--- config.mk ---
export PLATFORM = sky130hd
export DESIGN_NAME = wishbone_mem_bridge
export DESIGN_NICKNAME = d
export VERILOG_FILES = /design/src/rtl/wishbone_mem_bridge.sv
export SDC_FILE = /design/constraint.sdc
export NUM_CORES = 1
export LEC_CHECK = 0
export BUFFER_PORTS_ARGS = -buffer_cell sky130_fd_sc_hd__buf_2
export CORE_ASPECT_RATIO = 1.1
export CORE_MARGIN = 4
export CORE_UTILIZATION = 50
export DETAILED_ROUTE_END_ITERATION = 10
export PLACE_DENSITY = 0.83
export REMOVE_ABC_BUFFERS = 1
export SETUP_SLACK_MARGIN = 0.15
export SYNTH_ARGS = -nofsm -noshare
export SYNTH_HDL_FRONTEND = slang
export SYNTH_SLANG_ARGS = --single-unit
--- constraint.sdc ---
create_clock -name clk -period 4 [get_ports clk]
set_input_delay 0.6 -clock clk [delete_from_list [all_inputs] [get_ports clk]]
set_output_delay 0.6 -clock clk [all_outputs]
set_load 0.1 [all_outputs]
--- src/rtl/wishbone_mem_bridge.sv ---
`default_nettype none
// ============================================================================
// Module   : wishbone_mem_bridge
// Function : Converts a level-held MEM-stage request (read/write, size,
//            address, data) into classic Wishbone single-beat master cycles.
//            Sub-word reads are right-justified and zero-extended, misaligned
//            accesses are rejected without a bus cycle, and each bus cycle is
//            bounded by a timeout.
// Revision : 1.0 - initial release
// ============================================================================
module wishbone_mem_bridge #(
  parameter int TIMEOUT = 255,
  parameter int CNT_W   = 16
) (
  input  logic        clk,
  input  logic        rst_n,
  input  logic [1:0]  mem_read,
  input  logic        mem_write,
  input  logic [3:0]  mem_wsel,
  input  logic [31:0] mem_addr,
  input  logic [31:0] mem_wdata,
  output logic [31:0] mem_rdata,
  output logic        mem_ack,
  output logic        mem_err,
  output logic        wb_cyc_o,
  output logic        wb_stb_o,
  output logic        wb_we_o,
  output logic [31:0] wb_adr_o,
  output logic [31:0] wb_dat_o,
  output logic [3:0]  wb_sel_o,
  input  logic [31:0] wb_dat_i,
  input  logic        wb_ack_i,
  input  logic        wb_err_i
);

  localparam logic [1:0] S_IDLE = 2'd0;
  localparam logic [1:0] S_BUS  = 2'd1;
  localparam logic [1:0] S_RESP = 2'd2;

  localparam logic [1:0] c_sz_word = 2'b01;
  localparam logic [1:0] c_sz_half = 2'b10;
  localparam logic [1:0] c_sz_byte = 2'b11;

  // Counter value on the last permitted BUS cycle
  localparam logic [CNT_W-1:0] c_cnt_last = CNT_W'(TIMEOUT - 1);

  logic [1:0]       r_state;
  logic [1:0]       w_state_nxt;
  logic [CNT_W-1:0] r_cnt;
  logic             r_is_rd;
  logic [1:0]       r_size;
  logic [1:0]       r_lane;

  logic             w_req;
  logic             w_misaligned;
  logic             w_bus_done;
  logic [3:0]       w_rd_sel;
  logic [31:0]      w_shifted;
  logic [31:0]      w_rd_data;

  logic [31:0]      w_rdata_nxt;
  logic             w_ack_nxt;
  logic             w_err_nxt;
  logic             w_cyc_nxt;
  logic             w_we_nxt;
  logic [31:0]      w_adr_nxt;
  logic [31:0]      w_dat_nxt;
  logic [3:0]       w_sel_nxt;

  // A write has no size of its own, so only reads are alignment-checked
  assign w_req        = mem_write | (mem_read != 2'b00);
  assign w_misaligned = !mem_write &&
                        (((mem_read == c_sz_word) && (mem_addr[1:0] != 2'b00)) ||
                         ((mem_read == c_sz_half) && mem_addr[0]));
  assign w_bus_done   = wb_err_i | wb_ack_i | (r_cnt == c_cnt_last);

  // Read byte selects derived from request size and low address bits
  always_comb begin
    w_rd_sel = 4'b1111;
    case (mem_read)
      c_sz_half: w_rd_sel = 4'b0011 << {mem_addr[1], 1'b0};
      c_sz_byte: w_rd_sel = 4'b0001 << mem_addr[1:0];
      default:   w_rd_sel = 4'b1111;
    endcase
  end

  // Right-justify the addressed lane and zero-extend to the access size
  assign w_shifted = wb_dat_i >> {r_lane, 3'b000};
  always_comb begin
    w_rd_data = w_shifted;
    case (r_size)
      c_sz_byte: w_rd_data = {24'h0, w_shifted[7:0]};
      c_sz_half: w_rd_data = {16'h0, w_shifted[15:0]};
      default:   w_rd_data = w_shifted;
    endcase
  end

  // State register
  always_ff @(posedge clk or negedge rst_n) begin
    if (!rst_n) r_state <= S_IDLE;
    else        r_state <= w_state_nxt;
  end

  // Next-state logic
  always_comb begin
    w_state_nxt = r_state;
    case (r_state)
      S_IDLE:  if (w_req) w_state_nxt = w_misaligned ? S_RESP : S_BUS;
      S_BUS:   if (w_bus_done) w_state_nxt = S_RESP;
      S_RESP:  w_state_nxt = S_IDLE;
      default: w_state_nxt = S_IDLE;
    endcase
  end

  // Next values of the registered outputs; bus fields hold unless changed
  always_comb begin
    w_rdata_nxt = 32'h0;
    w_ack_nxt   = 1'b0;
    w_err_nxt   = 1'b0;
    w_cyc_nxt   = wb_cyc_o;
    w_we_nxt    = wb_we_o;
    w_adr_nxt   = wb_adr_o;
    w_dat_nxt   = wb_dat_o;
    w_sel_nxt   = wb_sel_o;
    case (r_state)
      S_IDLE: begin
        if (w_req && w_misaligned) begin
          w_ack_nxt = 1'b1;
          w_err_nxt = 1'b1;
        end else if (w_req) begin
          w_cyc_nxt = 1'b1;
          w_we_nxt  = mem_write;
          w_adr_nxt = {mem_addr[31:2], 2'b00};
          w_dat_nxt = mem_write ? mem_wdata : 32'h0;
          w_sel_nxt = mem_write ? mem_wsel : w_rd_sel;
        end
      end
      S_BUS: begin
        if (w_bus_done) begin
          w_ack_nxt = 1'b1;
          // Error outranks ack; a timeout is an error too
          w_err_nxt = wb_err_i | !wb_ack_i;
          if (wb_ack_i && !wb_err_i && r_is_rd) w_rdata_nxt = w_rd_data;
          w_cyc_nxt = 1'b0;
          w_we_nxt  = 1'b0;
          w_adr_nxt = 32'h0;
          w_dat_nxt = 32'h0;
          w_sel_nxt = 4'h0;
        end
      end
      default: ;
    endcase
  end

  // Output registers, request latches and timeout counter
  always_ff @(posedge clk or negedge rst_n) begin
    if (!rst_n) begin
      mem_rdata <= 32'h0;
      mem_ack   <= 1'b0;
      mem_err   <= 1'b0;
      wb_cyc_o  <= 1'b0;
      wb_stb_o  <= 1'b0;
      wb_we_o   <= 1'b0;
      wb_adr_o  <= 32'h0;
      wb_dat_o  <= 32'h0;
      wb_sel_o  <= 4'h0;
      r_cnt     <= '0;
      r_is_rd   <= 1'b0;
      r_size    <= 2'b00;
      r_lane    <= 2'b00;
    end else begin
      mem_rdata <= w_rdata_nxt;
      mem_ack   <= w_ack_nxt;
      mem_err   <= w_err_nxt;
      wb_cyc_o  <= w_cyc_nxt;
      wb_stb_o  <= w_cyc_nxt;
      wb_we_o   <= w_we_nxt;
      wb_adr_o  <= w_adr_nxt;
      wb_dat_o  <= w_dat_nxt;
      wb_sel_o  <= w_sel_nxt;
      if (r_state == S_BUS) r_cnt <= r_cnt + 1'b1;
      else                  r_cnt <= '0;
      if (r_state == S_IDLE && w_req) begin
        r_is_rd <= !mem_write;
        r_size  <= mem_read;
        r_lane  <= mem_addr[1:0];
      end
    end
  end

endmodule
`default_nettype wire

==> results.py <==
metrics = {
    "run_status": {
        "status": "finished clean",
    },
    "timing": {
        "max_freq_ghz": 0.371,
        "setup_tns_ns": 0,
        "slew_viol_final": 0,
        "tightest_slew_ns": 1.14,
        "post-route-min-period_ns": 2.70,
        "skew_ns": 0.00821,
        "finalSetupViolCount": 0,
        "hold_viol": 0,
        "period_share": 0.674,
        "rsz0062_at_grt": "false",
        "relSlewSlack": 0.236,
    },
    "cts": {
        "post-cts-setup-buffer-count": 0,
        "cts_max_level": 4,
        "numCtsBuffers": 17,
        "cts_resized": 0,
        "cts_tree": "yes",
        "clock-sinks": 125,
        "clk_latency_ns": 0.51,
        "clock_path_buffers": 2,
        "hold_buffers": 0,
        "root_buffer": "clkbuf_8",
        "clk_pin_slew_ns": 0.06,
    },
    "die": {
        "die_h_um": 114,
        "die_w_um": 105,
        "rows": 38,
        "num_io_pins": 212,
        "core_mm2": 0.00994,
        "start_util": 0.518,
        "die_area_mm2": 0.0120,
    },
    "synth": {
        "synth.area.top_cells": "dfrtp_1, a22o_1, mux2i_1, nor2_1, a211oi_1",
        "syn_area_mm2": 0.00515,
        "yosysWarningCount": 0,
        "ys_ff_latch": 125,
        "synth_enable_flop_cells": 0,
        "synth.avg_cell_area_um2": 12.3,
        "seq_area_frac_synth": 0.608,
        "synthCells": 419,
        "synth_area_leader_cell": "dfrtp_1",
        "synthDominantCellAreaShare": 0.608,
        "async_reset_ff_frac": 1.00,
        "ys_types": 51,
        "synthFlopType": "dfrtp_1",
    },
    "worst_setup_path": {
        "cp-end-kind": "flip-flop",
        "r2r_start": "r_state[1]$_DFFE_PN0P_",
        "path_max_fanout": 64,
        "reg2reg_depth": 5,
        "arrival_ns": 3.13,
        "path_depth": 5,
        "cp-endpoint": "wb_adr_o[2]$_DFFE_PN0P_",
        "crit_buf_inv": 1,
        "r2r_setup_slack_ns": 1.30,
        "crit_type": "reg2reg",
        "timing.rr.end": "wb_adr_o[2]$_DFFE_PN0P_",
        "worstPathRequired_ns": 4.43,
        "cp_top_family": "simple AND/OR/NAND/NOR gates",
        "cpPeakStageDelay_ns": 0.58,
        "worst_setup_path_start_kind": "flip-flop",
        "crit_slowest_cell": "buf_4",
        "path_cells": "nand2b_1 -> or3_1 -> o211ai_4 -> buf_4 -> a22o_1",
        "crit_start": "r_state[1]$_DFFE_PN0P_",
    },
    "layout": {
        "nNetsFinal": 728,
        "seq_area_mm2": 0.00313,
        "multi_input_comb_area_mm2": 0.00183,
        "n_antenna_cell": 0,
        "area.growth.synth_to_final_pct": 33.9,
        "nFillCells": 728,
        "drive_gt1_frac": 0.399,
    },
    "route": {
        "vias": 4121,
        "drc_errors": 0,
        "wl_um": 13000,
        "drt_iter0_markers": 310,
        "drtAntennaViolNets": 0,
        "wire_per_inst_um": 17.3,
        "firstDrtPassIters": 4,
        "post_drt_via_cell_ratio": 5.49,
    },
    "placed_design": {
        "hpwlAfterDp_um": 9230,
        "place_congestion": 0.890,
        "portBuffers": 209,
    },
    "hold_path": {
        "hp-class": "in2async",
    },
    "grt": {
        "grt_overflow": 0,
        "grtUsageTotal": 0.222,
        "antenna_found_initial": 0,
        "grt_max_degree": 69,
        "grt_pass1_vias": 4221,
        "grt_pass1_wl_um": 21000,
    },
    "job": {
        "maxCapViolCount": 0,
    },
}
==> sequential cells by signal (all words and copies together) (netlist names) <==
signal,cells
mem_rdata,32
wb_dat_o,32
wb_adr_o,30
r_cnt,16
wb_sel_o,4
r_lane,2
r_size,2
r_state,2
mem_ack,1
mem_err,1
r_is_rd,1
wb_stb_o,1
wb_we_o,1
==> how the worst min path moves through the flow <==
stage / endpoint / cells past startpoint / startpoint
after global routing: wb_dat_o[16]$_DFFE_PN0P_ / 1 / rst_n
after detailed placement: wb_we_o$_DFFE_PN0P_ / 1 / wb_we_o$_DFFE_PN0P_
after floorplan: mem_ack$_DFF_PN0_ / 0 / rst_n
after global placement: wb_we_o$_DFFE_PN0P_ / 1 / wb_we_o$_DFFE_PN0P_
final: wb_dat_o[19]$_DFFE_PN0P_ / 1 / rst_n
after CTS: wb_dat_o[16]$_DFFE_PN0P_ / 1 / rst_n
==> placed cells by master, fill, tap and decap left out, types with 3 or more instances in the layout <==
| cell | Yosys | routed |
|---|---|---|
| a211oi_1 | 17 | 17 |
| a21oi_1 | 14 | 14 |
| a22o_1 | 64 | 64 |
| and2_1 | 10 | 10 |
| buf_2 | 10 | 208 |
| buf_4 | 4 | 4 |
| bufinv_16 | 0 | 6 |
| clkbuf_16 | 0 | 16 |
| clkbuf_8 | 0 | 3 |
| dfrtp_1 | 125 | 125 |
| inv_1 | 9 | 9 |
| mux2_1 | 3 | 3 |
| mux2i_1 | 18 | 18 |
| nand2_1 | 6 | 6 |
| nand3_1 | 5 | 5 |
| nand4_1 | 6 | 6 |
| nor2_1 | 38 | 38 |
| nor2b_1 | 11 | 11 |
| o21ai_0 | 8 | 8 |
| o31ai_1 | 3 | 3 |
| or3_1 | 4 | 4 |
| xor2_1 | 9 | 9 |
==> through the flow <==
step	hold slack (ns)	cells	instance area, um^2	util	setup WS, ns
global placement	0.454	720	6230	0.627	1.43
finish	0.208	751	6890	0.693	1.30
CTS	0.211	751	6890	0.693	1.29
floorplan	0.304	387	4970	-	0.854
detailed placement	0.463	720	6230	0.627	1.31
global route	0.228	751	6890	0.693	1.10
==> cells in the mapped netlist, types with 3 or more instances <==
| master | instances |
|---|---|
| a21oi_1 | 14 |
| a22o_1 | 64 |
| nand2_1 | 6 |
| buf_4 | 4 |
| nand4_1 | 6 |
| nor2b_1 | 11 |
| a211oi_1 | 17 |
| inv_1 | 9 |
| o31ai_1 | 3 |
| clkbuf_1 | 12 |
| mux2_1 | 3 |
| mux2i_1 | 18 |
| or3_1 | 4 |
| and2_1 | 10 |
| buf_6 | 4 |
| o21ai_0 | 8 |
| buf_1 | 3 |
| nand3_1 | 5 |
| dfrtp_1 | 125 |
| nor2_1 | 38 |
| xor2_1 | 9 |
| buf_2 | 10 |
==> metal layers <==
metal,vias to the layer above,track usage,wire (um)
met5,-,0,0
met4,0,0.0866,175
met3,17,0.0699,865
met2,174,0.364,6660
met1,2008,0.277,5280
li1,1922,-,-
==> kinds of logic after synthesis <==
| group | Yosys count | share of synthesized area |
|---|---|---|
| DFF | 125 | 0.608 |
| AOI/OAI and AO/OA | 118 | 0.179 |
| and+or+nand+nor | 98 | 0.102 |
| buffers and inverters | 42 | 0.0418 |
| muxes | 23 | 0.0460 |
| xor gates and xnor gates | 10 | 0.0170 |
| adders and majority gates | 2 | 0.00486 |
| other | 1 | 0.000729 |
==> worst register-to-register path, delay by kind of cell (launching register included) <==
family                 cells  cell delay [ns]
DFF                        1             0.46
buffers and inverters      1             0.58
and+or+nand+nor            2             1.07
AOI/OAI and AO/OA          2             0.52
==> area by class of cell <==
cell class,instances,share of cell area
Inverter,9,0.00490
Multi-Input combinational cell,253,0.265
Clock inverter,11,0.0311
Timing Repair Buffer,213,0.158
Tap cell,120,0.0218
Sequential cell,125,0.454
Clock buffer,20,0.0647
Power is not shown: default switching activity piles up to over one toggle a cycle in this logic, so the estimate is an artifact.
